[src/rtl/tetris_input.sv]
// Tetris input front end: debounce, auto-repeat, gravity timer
// and a pending-command arbiter feeding the game core.
package tetris_pkg;
    typedef enum logic [3:0] {
        NONE   = 4'd0,
        INIT   = 4'd1,
        GEN    = 4'd2,
        WAIT   = 4'd3,
        LEFT   = 4'd4,
        RIGHT  = 4'd5,
        ROTATE = 4'd6,
        DOWN   = 4'd7,
        DROP   = 4'd8,
        HOLD   = 4'd9,
        BAR    = 4'd10,
        END    = 4'd11
    } state_type;
endpackage

module tetris_input
    import tetris_pkg::*;
#(
    parameter int DEBOUNCE_CYC = 1_000_000,
    parameter int REPEAT_DELAY = 30_000_000,
    parameter int REPEAT_RATE  = 5_000_000,
    parameter int GRAVITY_CYC  = 50_000_000
) (
    input  logic          clk,
    input  logic          reset,
    input  logic [4:0]    btn,
    tetris_input_if.slave req,
    input  state_type     game_state,
    input  logic [15:0]   score,
    output state_type     ctrl,
    output logic [9:0]    bar_mask,
    output logic [2:0]    level
);

    localparam int DW = $clog2(DEBOUNCE_CYC + 1);
    localparam int RMAX = (REPEAT_DELAY > REPEAT_RATE)
                        ? REPEAT_DELAY : REPEAT_RATE;
    localparam int RW = $clog2(RMAX + 1);
    localparam int GW = $clog2(GRAVITY_CYC + 1);

    localparam int F_GRAV  = 0;
    localparam int F_DOWN  = 1;
    localparam int F_RIGHT = 2;
    localparam int F_LEFT  = 3;
    localparam int F_ROT   = 4;
    localparam int F_DROP  = 5;
    localparam int F_HOLD  = 6;
    localparam int F_BAR   = 7;

    typedef enum logic [1:0] {
        IDLE,
        ISSUE,
        BUSY
    } fsm_t;

    fsm_t state, state_n;

    logic [4:0]    sync1, sync2;
    logic [4:0]    stable, stable_d;
    logic [DW-1:0] db_cnt [5];
    logic [4:0]    press;

    logic [RW-1:0] rp_cnt [3];
    logic [2:0]    rp_phase;
    logic [2:0]    rp_held;
    logic [2:0]    rp_hit;
    logic [4:0]    ev;

    logic [7:0]    flags, flags_n, set, clr;
    logic [9:0]    bar_row;
    logic          bar_ok;
    logic          frozen, running;
    logic [GW-1:0] grav_cnt, grav_thr;
    logic          grav_tick;
    logic [2:0]    level_n;
    state_type     cmd;
    logic          unused_ok;

    assign unused_ok = ^score[3:0];

    always_ff @(posedge clk) begin
        if (reset) begin
            sync1    <= '0;
            sync2    <= '0;
            stable   <= '0;
            stable_d <= '0;
            for (int i = 0; i < 5; i++) db_cnt[i] <= '0;
        end else begin
            sync1    <= btn;
            sync2    <= sync1;
            stable_d <= stable;
            for (int i = 0; i < 5; i++) begin
                if (sync2[i] == stable[i]) begin
                    db_cnt[i] <= '0;
                end else if (db_cnt[i] == DW'(DEBOUNCE_CYC - 1)) begin
                    db_cnt[i] <= '0;
                    stable[i] <= ~stable[i];
                end else begin
                    db_cnt[i] <= db_cnt[i] + 1'b1;
                end
            end
        end
    end

    assign press   = stable & ~stable_d;
    assign rp_held = {stable[3], stable[1], stable[0]};

    // rp_cnt tracks cycles since the press or the last repeat
    always_comb begin
        rp_hit = '0;
        for (int j = 0; j < 3; j++) begin
            if (rp_phase[j])
                rp_hit[j] = rp_held[j]
                          && rp_cnt[j] == RW'(REPEAT_RATE);
            else
                rp_hit[j] = rp_held[j]
                          && rp_cnt[j] == RW'(REPEAT_DELAY);
        end
    end

    always_ff @(posedge clk) begin
        if (reset) begin
            rp_phase <= '0;
            for (int j = 0; j < 3; j++) rp_cnt[j] <= '0;
        end else begin
            for (int j = 0; j < 3; j++) begin
                if (!rp_held[j]) begin
                    rp_cnt[j]   <= '0;
                    rp_phase[j] <= 1'b0;
                end else if (rp_hit[j]) begin
                    rp_cnt[j]   <= RW'(1);
                    rp_phase[j] <= 1'b1;
                end else begin
                    rp_cnt[j] <= rp_cnt[j] + 1'b1;
                end
            end
        end
    end

    assign ev = press
              | {1'b0, rp_hit[2], 1'b0, rp_hit[1], rp_hit[0]};

    assign frozen  = game_state == INIT || game_state == END;
    assign running = !frozen && game_state != GEN;

    assign grav_thr  = GW'((GRAVITY_CYC >> level) - 1);
    assign grav_tick = running && grav_cnt >= grav_thr;

    assign bar_ok = req.bar_req && req.bar_in != '0
                  && !flags[F_BAR];

    always_comb begin
        set          = '0;
        set[F_BAR]   = bar_ok;
        set[F_HOLD]  = req.hold_req;
        set[F_DROP]  = ev[4];
        set[F_ROT]   = ev[2];
        set[F_LEFT]  = ev[0];
        set[F_RIGHT] = ev[1];
        set[F_DOWN]  = ev[3];
        set[F_GRAV]  = grav_tick;
    end

    always_comb begin
        if (|score[15:8])
            level_n = 3'd4;
        else if (score[7:4] > 4'd4)
            level_n = 3'd4;
        else
            level_n = score[6:4];
    end

    always_ff @(posedge clk) begin
        if (reset) state <= IDLE;
        else       state <= state_n;
    end

    always_comb begin
        state_n = state;
        cmd     = NONE;
        clr     = '0;
        unique case (state)
            IDLE: begin
                if (frozen) begin
                    // any press starts or restarts the game
                    if (|press) begin
                        state_n = ISSUE;
                        cmd     = DOWN;
                    end
                end else if (game_state == WAIT && |flags) begin
                    state_n = ISSUE;
                    priority case (1'b1)
                        flags[F_BAR]: begin
                            cmd        = BAR;
                            clr[F_BAR] = 1'b1;
                        end
                        flags[F_HOLD]: begin
                            cmd         = HOLD;
                            clr[F_HOLD] = 1'b1;
                        end
                        flags[F_DROP]: begin
                            cmd         = DROP;
                            clr[F_DROP] = 1'b1;
                        end
                        flags[F_ROT]: begin
                            cmd        = ROTATE;
                            clr[F_ROT] = 1'b1;
                        end
                        flags[F_LEFT]: begin
                            cmd         = LEFT;
                            clr[F_LEFT] = 1'b1;
                        end
                        flags[F_RIGHT]: begin
                            cmd          = RIGHT;
                            clr[F_RIGHT] = 1'b1;
                        end
                        default: begin
                            cmd         = DOWN;
                            clr[F_DOWN] = 1'b1;
                            clr[F_GRAV] = 1'b1;
                        end
                    endcase
                end
            end
            ISSUE: state_n = BUSY;
            BUSY: begin
                if (game_state == WAIT) state_n = IDLE;
            end
            default: state_n = IDLE;
        endcase
    end

    // set wins over clr so a same-cycle event is kept
    assign flags_n = frozen ? '0 : ((flags & ~clr) | set);

    always_ff @(posedge clk) begin
        if (reset) begin
            flags    <= '0;
            bar_row  <= '0;
            grav_cnt <= '0;
            level    <= '0;
            ctrl     <= NONE;
            bar_mask <= '0;
        end else begin
            flags <= flags_n;
            level <= level_n;
            ctrl  <= cmd;
            if (bar_ok) bar_row <= req.bar_in;
            if (cmd == BAR) bar_mask <= bar_row;
            else            bar_mask <= '0;
            if (!running || grav_tick) grav_cnt <= '0;
            else grav_cnt <= grav_cnt + 1'b1;
        end
    end

endmodule

[src/rtl/tetris_input_if.sv]
// Request bus from the game core into tetris_input:
// hold and garbage-bar requests.
interface tetris_input_if;
    logic       hold_req;
    logic       bar_req;
    logic [9:0] bar_in;

    modport master (
        output hold_req,
        output bar_req,
        output bar_in
    );

    modport slave (
        input hold_req,
        input bar_req,
        input bar_in
    );
endinterface

[src/flat_wrapper.sv]
// flat-port wrapper written by rule: the top's interface ports become plain ports
module tetris_input_flat import tetris_pkg::*;
#(
    parameter int DEBOUNCE_CYC = 1_000_000,
    parameter int REPEAT_DELAY = 30_000_000,
    parameter int REPEAT_RATE  = 5_000_000,
    parameter int GRAVITY_CYC  = 50_000_000
)
  (clk, reset, btn, game_state, score, ctrl, bar_mask, level, req_hold_req, req_bar_req, req_bar_in);
  tetris_input_if req_i ();
  input  logic clk;
  input  logic reset;
  input  logic [4:0] btn;
  input  state_type game_state;
  input  logic [15:0] score;
  output state_type ctrl;
  output logic [9:0] bar_mask;
  output logic [2:0] level;
  input wire logic [$bits(req_i.hold_req)-1:0] req_hold_req;
  input wire logic [$bits(req_i.bar_req)-1:0] req_bar_req;
  input wire logic [$bits(req_i.bar_in)-1:0] req_bar_in;
  assign req_i.hold_req = req_hold_req;
  assign req_i.bar_req = req_bar_req;
  assign req_i.bar_in = req_bar_in;
  tetris_input #(.DEBOUNCE_CYC(DEBOUNCE_CYC), .REPEAT_DELAY(REPEAT_DELAY), .REPEAT_RATE(REPEAT_RATE), .GRAVITY_CYC(GRAVITY_CYC)) u_core (.clk(clk), .reset(reset), .btn(btn), .req(req_i), .game_state(game_state), .score(score), .ctrl(ctrl), .bar_mask(bar_mask), .level(level));
endmodule
[config.mk]
export PLATFORM = sky130hd
export DESIGN_NAME = tetris_input_flat
export DESIGN_NICKNAME = d
export VERILOG_FILES = /design/src/rtl/tetris_input.sv /design/src/rtl/tetris_input_if.sv /design/src/flat_wrapper.sv
export SDC_FILE = /design/constraint.sdc
export NUM_CORES = 1
export LEC_CHECK = 0
export ABC_CLOCK_PERIOD_IN_PS = 2900
export BUFFER_PORTS_ARGS = -buffer_cell sky130_fd_sc_hd__buf_2
export CAP_MARGIN = 20
export CORE_AREA = 4 4 115 227
export DETAILED_ROUTE_END_ITERATION = 10
export DIE_AREA = 0 0 119 231
export PLACE_DENSITY = 0.75
export SYNTH_ARGS = -nofsm -noshare
export SYNTH_HDL_FRONTEND = slang
export SYNTH_SLANG_ARGS = --single-unit
[constraint.sdc]
create_clock -name clk -period 2.9 [get_ports clk]
set_input_delay 0.29 -clock clk [delete_from_list [all_inputs] [get_ports clk]]
set_output_delay 0.29 -clock clk [all_outputs]
set_load 0.01 [all_outputs]
# == After elaboration in Yosys (flattened, before gate mapping) ==
# Memories as Yosys holds them, arrays and structs flattened.
# Index checks and enable logic that the tools add are counted.
# word_totals
n_memories,2
latch_bits,0
rom_bits,0
output_inout_bits,17
mem_bits_rw,175
ff_bits,86
# classes
order_cmp,2
n_div,0
mul,0
eq_ne,26
reduce_logical,34
n_mux,164
bitwise,41
shift,1
add_sub_neg,10
# mem_list
name,words,word_bits,rd,rd_ports_with_merged_regs,write_ports,line,text
u_core.db_cnt,5,20,5,0,5,tetris_input.sv:64,logic [DW-1:0] db_cnt [5];
u_core.rp_cnt,3,25,3,0,3,tetris_input.sv:67,logic [RW-1:0] rp_cnt [3];
# op_table
operator,n
$mux 20,15
$mux 25,9
$mux 1,114
$add 20x1->20 const B,5
$eq 20x20->1 const B,5
$add 25x1->25 const B,3
$eq 25x23->1 const B,3
$eq 25x25->1 const B,3
$mux 4,8
$add 26x1->26 const B,1
$ge 26x26->1,1
$shr 26x3->26 const A,1
$sub 26x2->26 const B,1
$mux 8,3
$or 1x1->1,24
$mux 2,11
$reduce_or 8->1,2
$reduce_or 2->1,6
$logic_and 1x1->1,11
$not 1->1,11
$reduce_and 2->1,5
$reduce_bool 10->1,1
$reduce_or 10->1,1
$mux 3,3
23 further kinds,31

# == Depth between registers and ports, before layout ==
# Gate-level depths: netlist of run 1.
# logic_depth
word_depth,12
ltp_mapped,12
depth_no_buf,10

# == Worst setup path before layout of run 1 ==
# Ideal clock, no wire load.
# synth_path
path_kind,flip-flop to flip-flop
start,register u_core.level[2]
end,register u_core.grav_cnt[10]
synth_period_minus_slack_ns,2.902
arrival_time_ns,2.824
path_slack_ns,-0.002
stages_incl_launch_ff,12
setup_ns,0.078
path_cell_list,dfxtp_1 -> clkbuf_1 -> inv_1 -> o21ai_0 -> ha_1 -> a21o_1 -> a221o_1 -> a22o_1 -> or4_1 -> buf_2 -> buf_6 -> nor3_1
# synth_between
elab_chain_len,6
# synth_lines
item,line,text
"start, declared",tetris_input.sv:36,output logic [2:0] level
"start signal, assigned",tetris_input.sv:250,level <= level_n;
$shr 26x3->26,tetris_input.sv:150,assign grav_thr = GW'((GRAVITY_CYC >> level) - 1);
$sub 26x2->26,tetris_input.sv:150,
$ge 26x26->1,tetris_input.sv:151,assign grav_tick = running && grav_cnt >= grav_thr;
$logic_and 1x1->1,tetris_input.sv:151,
$logic_or 1x1->1,tetris_input.sv:255,if (!running || grav_tick) grav_cnt <= '0;
$reduce_or 2->1 (no line),n/a,
"end signal, assigned",tetris_input.sv:256,else grav_cnt <= grav_cnt + 1'b1;
"end, declared",tetris_input.sv:77,"logic [GW-1:0] grav_cnt, grav_thr;"
# Every way passes these cells.
# A chain may end at the register's enable or synchronous reset.

# == Worst setup path in the final report of run 1 ==
# Same ends and word-level chain as after synthesis.

==> results of run 1 <==
[critical path, cell delays in order, from the launching register on]
cell,delay [ns]
dfxtp_1,0.32
or3_1,0.38
o21ai_0,0.09
ha_1,0.27
a21o_1,0.19
a221o_1,0.31
a22o_1,0.21
or4_4,0.53
buf_12,0.18
nor3_1,0.18
[through the flow]
stage          utilization, %  TNS, ns  area (um2)
3_5_place_dp            60.66        0       14820
6_report                64.56        0       15770
4_1_cts                 64.34        0       15720
5_1_grt                 64.56  -0.1321       15770
3_3_place_gp            60.66        0       14820
2_1_floorplan               -        0       14100
[sequential cells by signal, indices dropped and copies added, names as in the netlist, 8 cells and up]
register	cells
u_core.rp_cnt	75
u_core.grav_cnt	26
u_core.db_cnt	100
u_core.flags	8
u_core.bar_row	10
u_core.bar_mask	10
[kinds of logic (layout without fill, tap and decap cells)]
| kind of cell | count (synthesis) | in the layout | share of synthesized area, % |
|---|---|---|---|
| and+or+nand+nor | 672 | 672 | 24.93 |
| adders and majority gates | 38 | 38 | 3.536 |
| xor gates and xnor gates | 190 | 190 | 12.37 |
| buffers and inverters | 81 | 176 | 2.652 |
| AOI/OAI and AO/OA | 70 | 70 | 3.405 |
| DFF | 261 | 261 | 51.88 |
| other | 1 | 175 | 0.02789 |
| muxes | 16 | 16 | 1.191 |
[repair_timing]
action	in CTS	in global routing
hold endpoints to repair	8	0
gates resized for setup	0	11
hold buffers	8	0
buffers inserted	0	1
setup endpoints to repair	0	26
[final cells by class]
type	instances	share of cell area, %
multi-input cells	1161	43.20
flip-flops and latches	261	44.25
clock buffers	39	5.031
repair buffers	88	3.666
well taps	332	2.634
inverters	44	1.047
clock inverters	5	0.1666
[worst paths after layout]
path	end	slack, ns	depth (start not counted)
setup / recovery	u_core.grav_cnt[10]	0.13	9
setup reg to reg	u_core.grav_cnt[10]	0.13	9
hold / removal	u_core.bar_row[7]	0.02	3
hold reg to reg	u_core.sync2[2]	0.44	1
[cells in the mapped netlist (26+ instances only)]
cell	instances	area share (%)
and3_1	31	1.4
clkbuf_1	26	0.73
dfxtp_1	86	13
edfxtp_1	175	39
ha_1	38	3.5
inv_1	44	1.2
nand2_1	77	2.1
nand3_1	75	2.8
nand4_1	55	2.6
nor2_1	249	7.0
nor3_1	52	1.9
nor4_1	30	1.4
xnor2_1	85	5.5
xor2_1	105	6.8
[per-layer routing]
metal / wire length (um) / track usage (%) / vias up
li1: - / - / 5041
met1: 10020 / 21.18 / 4814
met2: 15180 / 40.00 / 191
met3: 853 / 2.304 / 81
met4: 1129 / 9.358 / 0
met5: 0 / 0 / -
[power by group]
| part | internal (W) | switching (W) | leakage, nW |
|---|---|---|---|
| combinational | 0.000161 | 0.000202 | 2.96 |
| sequential | 0.00409 | 0.000132 | 2.50 |
| clock | 0.00188 | 0.00134 | 0.403 |
==> flow_metrics.tcl, run 1 <==
set metrics [dict create \
    worst_pin_slew_ns 0.8913 \
    nFillCells 2037 \
    synth-edff-count 175 \
    final_cell_mix "nor2_1 (249), edfxtp_1 (175), conb_1 (175), xor2_1 (105)" \
    final_common_cell "nor2_1" \
    ys_dominant_reg_cell "edfxtp_1" \
    dpl_worst_slack_ns 0.05089 \
    root_buffer "clkbuf_16" \
    num-nets-final 1657 \
    drc 0 \
    cts_buffers 24 \
    grt_pass1_vias 10380 \
    hp-start "req_bar_in[7]" \
    clkTransAtPathRegs_ns 0.06 \
    place.gp.congestion 0.8717 \
    peakVddDrop_mv 0.5427 \
    ios 56 \
    grt.total_usage_pct 20.41 \
    cts_tree "done" \
    firstDrtPassIters 4 \
    async_flop_share_pct 0 \
    antenna_cells 0 \
    syn-cell-area_um2 13450 \
    htree_levels 1 \
    path_max_fanout 26 \
    hold_violations 0 \
    seq_area_um2 6978 \
    fp.dieW_um 119 \
    fp.dieH_um 231 \
    fmax_ghz 0.3608 \
    antenna_found_initial 0 \
    start_util_pct 55.06 \
    relSlewSlack_pct 40.46 \
    cts.path.max_buffers 3 \
    ys_types 59 \
    arrival_ns 3.21 \
    crit_type "register to register" \
    worstSetupStartpointType "register" \
    slew_violations 0 \
    leakagePower_nw 5.870 \
    period_needed_ns 2.772 \
    crit_required_ns 3.34 \
    startpoint "u_core.level[2]" \
    ys_warn_count 0 \
    wl_per_cell_um 14.08 \
    grt_max_degree 27 \
    insertion_delay_ns 0.53 \
    end_kind "register" \
    dp_cells 1877 \
    setup_viol 0 \
    core_area_um2 24420 \
    avgSynthCellArea_um2 10.12 \
    grt_overflow 0 \
    drtIter0Drc 365 \
    clock_skew_ns 0.01254 \
    antenna_left 0 \
    rows 81 \
    maxCapViolCount 0 \
    drive_above_1_share_pct 8.260 \
    hold_class "input pin to register" \
    p_total_w 0.007803 \
    routed_via_density 5.247 \
    clock-sinks 261 \
    synth_seq_cells 261 \
    power_density_nw_per_um2 494.9 \
    post-route-period-util_pct 95.58 \
    place_hpwl_um 20020 \
    grt_pass1_wl_um 47240 \
    whs_ns 0.02169 \
    seq_area_frac_synth_pct 51.88 \
    r2r_start "u_core.level[2]" \
    timing.final.ws_setup_ns 0.1281 \
    syn_to_final_growth_pct 17.26 \
    io_buffer_count 51 \
    netlist_instances 1329 \
    vias 10130 \
    status "completed" \
    fin_cells 1930 \
    multi_input_area_um2 6813 \
    drt-total-wl_um 27180 \
    dieArea_um2 27490 \
]
Power figures use the tool's default switching activity.
==> run 2, diff against run 1 <==
- CELL_PAD_IN_SITES_DETAIL_PLACEMENT: unset -> 1
- CELL_PAD_IN_SITES_GLOBAL_PLACEMENT: unset -> 1
- CORE_AREA: 4 4 115 227 -> 4 4 132 261
- CTS_BUF_LIST: unset -> sky130_fd_sc_hd__clkbuf_4 sky130_fd_sc_hd__clkbuf_8
- DIE_AREA: 0 0 119 231 -> 0 0 136 265
- PLACE_DENSITY: 0.75 -> unset
- PLACE_DENSITY_LB_ADDON: unset -> 0.1
==> run 2 against run 1 <==
Flip-flop and latch count unchanged. Hold slack better by 0.024 ns. Fmax hardly changed. Worst setup slack got worse by 0.0023 ns. Global-route usage is 2.2 points lower.
==> flow_metrics.tcl, run 2 (same netlist as run 1, synthesis figures left out) <==
set metrics [dict create \
    status "completed" \
    place.gp.congestion 0.8206 \
    clock_skew_ns 0.02778 \
    dpl_worst_slack_ns 0.01146 \
    worst-r2r-cell-count 9 \
    rsz0062_at_grt "false" \
    grt_max_degree 31 \
    fin_tns_setup_ns 0 \
    crit_type "register to register" \
    crit_slowest_cell "or4_4" \
    drive_above_1_share_pct 10.73 \
    regToRegSetupSlack_ns 0.13 \
    grt_pass1_vias 11620 \
    cts_tree "done" \
    antenna_found_initial 1 \
    ios 56 \
    final_common_cell "nor2_1" \
    swShare_pct 22.60 \
    largest_reg_flops 100 \
    fp.dieW_um 136 \
    slew_violations 0 \
    timing.final.ws_setup_ns 0.1258 \
    cts.path.max_buffers 3 \
    cts_buffers 42 \
    dp_cells 1980 \
    drtIter0Drc 305 \
    final_util_pct 50.18 \
    p_seq_share_pct 52.3 \
    grt_pass1_wl_um 53980 \
    p_switching_w 0.001824 \
    whs_endpoint "u_core.bar_row[4]" \
    dieArea_um2 36040 \
    htree_levels 2 \
    clockPowerShare_pct 42.9 \
    place_hpwl_um 23580 \
    antenna_left 0 \
    setup_viol 0 \
    timing.rr.end "u_core.grav_cnt[8]" \
    worstSetupStartpointType "register" \
    crit_required_ns 3.38 \
    cp_cell_sequence "or3_1 > o21ai_0 > ha_1 > a21o_1 > a221o_1 > a22o_1 > or4_4 > buf_12 > nor3_1" \
    post-route-period-util_pct 95.66 \
    end_kind "register" \
    num-nets-final 1694 \
    period_needed_ns 2.774 \
    syn_to_final_growth_pct 20.28 \
    leakagePower_nw 6.047 \
    grt_overflow 0 \
    routed_via_density 5.014 \
    hp-start "req_bar_in[4]" \
    hold_class "input pin to register" \
    top_register "u_core.db_cnt" \
    relSlewSlack_pct 51.85 \
    fmax_ghz 0.3605 \
    arrival_ns 3.25 \
    drt-total-wl_um 31650 \
    whs_ns 0.04548 \
    maxCapViolCount 0 \
    combinationalPowerShare_pct 4.8 \
    rows 93 \
    hold_depth 3 \
    fp.dieH_um 265 \
    reg.largest.list "u_core.db_cnt: 100 flops, u_core.rp_cnt: 75 flops, u_core.grav_cnt: 26 flops" \
    power_density_nw_per_um2 499.0 \
    cts_setup_buffers 0 \
    fin_cells 2078 \
    slowest_delay_ns 0.53 \
    wl_per_cell_um 15.23 \
    hold_violations 0 \
    clkTransAtPathRegs_ns 0.07 \
    insertion_delay_ns 0.56 \
    io_buffer_count 51 \
    drc 0 \
    firstDrtPassIters 4 \
    peakVddDrop_mv 0.3289 \
    nFillCells 3762 \
    grt.total_usage_pct 18.23 \
    final_cell_mix "nor2_1 (249), edfxtp_1 (175), conb_1 (175), xor2_1 (105)" \
    r2r_start "u_core.level[2]" \
    worst_pin_slew_ns 0.7157 \
    root_buffer "clkbuf_8" \
    start_util_pct 41.72 \
    clock-sinks 261 \
    path_max_fanout 26 \
    vias 10420 \
    internal_power_w 0.006247 \
    core_area_um2 32230 \
]
==> run 2: changes by cell type in the layout (fill, tap and decap cells not counted), sizes merged, moves of 2 or more <==
cell         change
dlygate4sd3     +12
buf              +7
clkbuf          +30
bufinv           +2
==> run 2: per-layer routing <==
metal | wire (um) | global-route usage [%] | vias to the layer above | share of wire, %
met4 | 1257 | 7.772 | 0 | 4.0
met1 | 11090 | 16.85 | 5107 | 35
met2 | 18550 | 37.80 | 114 | 59
met3 | 746 | 2.431 | 69 | 2.4
li1 | - | - | 5130 | -
met5 | 0 | 0 | - | 0
==> run 2: stage by stage <==
stage | total power [W] | instance area [um2]
floorplan | 0.004517 | 14100
global placement | 0.004641 | 15020
detailed placement | 0.004656 | 15020
CTS | 0.008213 | 16140
global route | 0.008440 | 16180
finish | 0.008071 | 16180
==> run 2: power groups by stage <==
stage | sequential, W | clock [W] | combinational [W]
2_1_floorplan | 0.00426 | 0 | 0.000259
3_3_place_gp | 0.00430 | 0 | 0.000345
3_5_place_dp | 0.00430 | 0 | 0.000354
4_1_cts | 0.00422 | 0.00361 | 0.000379
5_1_grt | 0.00424 | 0.00376 | 0.000444
6_report | 0.00422 | 0.00347 | 0.000384
==> run 2: worst max-delay path: cells and delay by family (launching register included) <==
family,cells,cell delay [ns]
simple gates,3,1.10
buf+inv,1,0.18
flops,1,0.33
compound gates,4,0.80
fa+ha+maj,1,0.28
==> run 2: timing repair <==
| action | in CTS | in global routing |
|---|---|---|
| gates resized for setup | 1 | 8 |
| endpoints found under the hold margin | 18 | 0 |
| setup endpoints to repair | 2 | 26 |
| hold buffers | 20 | 0 |
==> run 2: how the worst max path moves through the flow <==
| stage | to | from | slack (ns) |
|---|---|---|---|
| finish | u_core.grav_cnt[8] | u_core.level[2] | 0.13 |
| floorplan | u_core.grav_cnt[10] | u_core.level[1] | 0.01 |
| global route | u_core.grav_cnt[1] | u_core.level[2] | 0.01 |
| detailed placement | u_core.grav_cnt[8] | u_core.level[0] | 0.01 |
| CTS | u_core.grav_cnt[12] | u_core.level[0] | 0.08 |
| global placement | u_core.grav_cnt[1] | u_core.level[0] | 0.12 |
==> run 2: cell type report <==
cell class / instances / area, um2 / area share, %
Clock buffer: 69 / 830.8 / 5.136
Timing Repair Buffer: 107 / 767.0 / 4.742
Tap cell: 427 / 534.3 / 3.303
Clock inverter: 8 / 87.58 / 0.5415
Sequential cell: 261 / 6978 / 43.14
Antenna cell: 1 / 2.502 / 0.01547
Inverter: 44 / 165.2 / 1.021
Multi-Input combinational cell: 1161 / 6810 / 42.10
==> run 3, diff against run 2 <==
- CORE_AREA: 4 4 132 261 -> 2 2 130 259
- DIE_AREA: 0 0 136 265 -> 0 0 132 261
- SKIP_CTS_REPAIR_TIMING: unset -> 1
==> run 3 against run 2 <==
Worst setup slack worse by 0.048 ns. Fmax down 1.7%. Die area down 4.4%. Non-clock buffer count down 13. Final area down 0.98%. Clock-buffer cell count down 8. Wire length down 6.3%. Sequential power about the same. Core utilization down 1.0 points. Clock skew down 0.011 ns. Largest power group unchanged.
==> flow_metrics.tcl, run 3 (same netlist as run 1, synthesis figures left out) <==
set metrics [dict create \
    antenna_left 0 \
    drive_above_1_share_pct 10.32 \
    power_density_nw_per_um2 492.5 \
    grt_max_degree 28 \
    core_area_um2 32580 \
    grt_pass1_wl_um 50200 \
    firstDrtPassIters 4 \
    end_kind "register" \
    grt.total_usage_pct 17.37 \
    fin_tns_setup_ns 0 \
    dieArea_um2 34450 \
    fp.dieW_um 132 \
    insertion_delay_ns 0.57 \
    leakagePower_nw 5.949 \
    peakVddDrop_mv 0.5035 \
    dpl_worst_slack_ns 0.02177 \
    root_buffer "clkbuf_8" \
    timing.final.ws_setup_ns 0.07797 \
    arrival_ns 3.30 \
    worstSetupStartpointType "register" \
    final_cell_mix "nor2_1 (249), edfxtp_1 (175), conb_1 (175), xor2_1 (105), dfxtp_1 (86)" \
    hold_violations 0 \
    top_register "u_core.db_cnt" \
    place_hpwl_um 21260 \
    hold_class "input pin to register" \
    reg.largest.list "u_core.db_cnt: 100 flops, u_core.rp_cnt: 75 flops, u_core.grav_cnt: 26 flops" \
    grt_pass1_vias 10560 \
    antenna_found_initial 1 \
    clkTransAtPathRegs_ns 0.06 \
    largest_reg_flops 100 \
    status "completed" \
    seq_area_um2 6977 \
    vias 10260 \
    syn_to_final_growth_pct 19.10 \
    final_common_cell "nor2_1" \
    post-route-period-util_pct 97.31 \
    start_util_pct 41.28 \
    multi_input_area_um2 6818 \
    hold_depth 3 \
    nFillCells 3779 \
    place.gp.congestion 0.8462 \
    cts_buffers 42 \
    num-nets-final 1681 \
    cts.path.max_buffers 3 \
    grt_overflow 0 \
    rows 94 \
    io_buffer_count 51 \
    setup_viol 0 \
    wl_per_cell_um 14.31 \
    cts_tree "done" \
    ios 56 \
    clock-sinks 261 \
    slew_violations 0 \
    path_max_fanout 26 \
    fp.dieH_um 261 \
    maxCapViolCount 0 \
    drt-total-wl_um 29650 \
    clock_skew_ns 0.01639 \
    period_needed_ns 2.822 \
    p_total_w 0.007888 \
    routed_via_density 4.955 \
    drc 0 \
    crit_required_ns 3.38 \
    crit_type "register to register" \
    drtIter0Drc 424 \
    fmax_ghz 0.3544 \
    worst-r2r-cell-count 9 \
    htree_levels 2 \
    worst_pin_slew_ns 0.7425 \
    relSlewSlack_pct 50.12 \
]
-- run 3: changes by cell type in the layout (fill, tap and decap cells not counted), sizes merged --
cell	previous run	this run
clkinv	5	12
buf	87	78
clkbuf	69	61
bufinv	2	1
dlygate4sd3	20	16
clkinvlp	1	3
inv	44	45
-- run 3: worst paths after layout --
| path | start | end | slack (ns) |
|---|---|---|---|
| worst max-delay path | u_core.level[2] | u_core.grav_cnt[25] | 0.08 |
| worst min-delay path | req_bar_in[6] | u_core.bar_row[6] | 0.001 |
| worst max register to register | u_core.level[2] | u_core.grav_cnt[25] | 0.08 |
| worst min register to register | u_core.sync1[4] | u_core.sync2[4] | 0.43 |
-- run 3: cell type report --
class | instances | area share, %
clock buffers | 61 | 4.695
repair buffers | 94 | 4.039
clock inverters | 17 | 0.7187
multi-input cells | 1161 | 42.57
diodes | 1 | 0.01562
flip-flops and latches | 261 | 43.56
inverters | 44 | 1.031
well taps | 432 | 3.375
-- run 3: per-layer routing --
metal	global-route usage [%]	wire, um
met5	0	0
met4	6.220	805
met3	3.407	1076
met2	30.67	14640
met1	21.04	13130
-- run 3: where the power goes --
| part | switching, W | internal (W) | total [W] |
|---|---|---|---|
| sequential | 0.000133 | 0.00409 | 0.00422 |
| clock | 0.00152 | 0.00177 | 0.00329 |
| combinational | 0.000205 | 0.000168 | 0.000373 |
| total | 0.00186 | 0.00603 | 0.00789 |
-- run 3: through the flow --
| stage | cells | hold WS (ns) | utilization, % | instance area (um2) |
|---|---|---|---|---|
| final | 2071 | 0.001285 | 49.16 | 16020 |
| after detailed placement | 1976 | 0.4281 | 45.84 | 14930 |
| after CTS | 2054 | -0.1283 | 48.50 | 15800 |
| after floorplan | 1503 | 0.3778 | - | 14100 |
| after global routing | 2071 | 0.03484 | 49.16 | 16020 |
| after global placement | 1976 | 0.4169 | 45.84 | 14930 |
-- run 3: worst max-delay path, cell delays in order (launching register included) --
cell and delay (ns):
dfxtp_1 0.34, or3_4 0.42, o21ai_1 0.10, ha_1 0.26, a21o_1 0.18, a221o_1 0.31
a22o_1 0.20, or4_4 0.54, buf_12 0.19, nor3_1 0.20
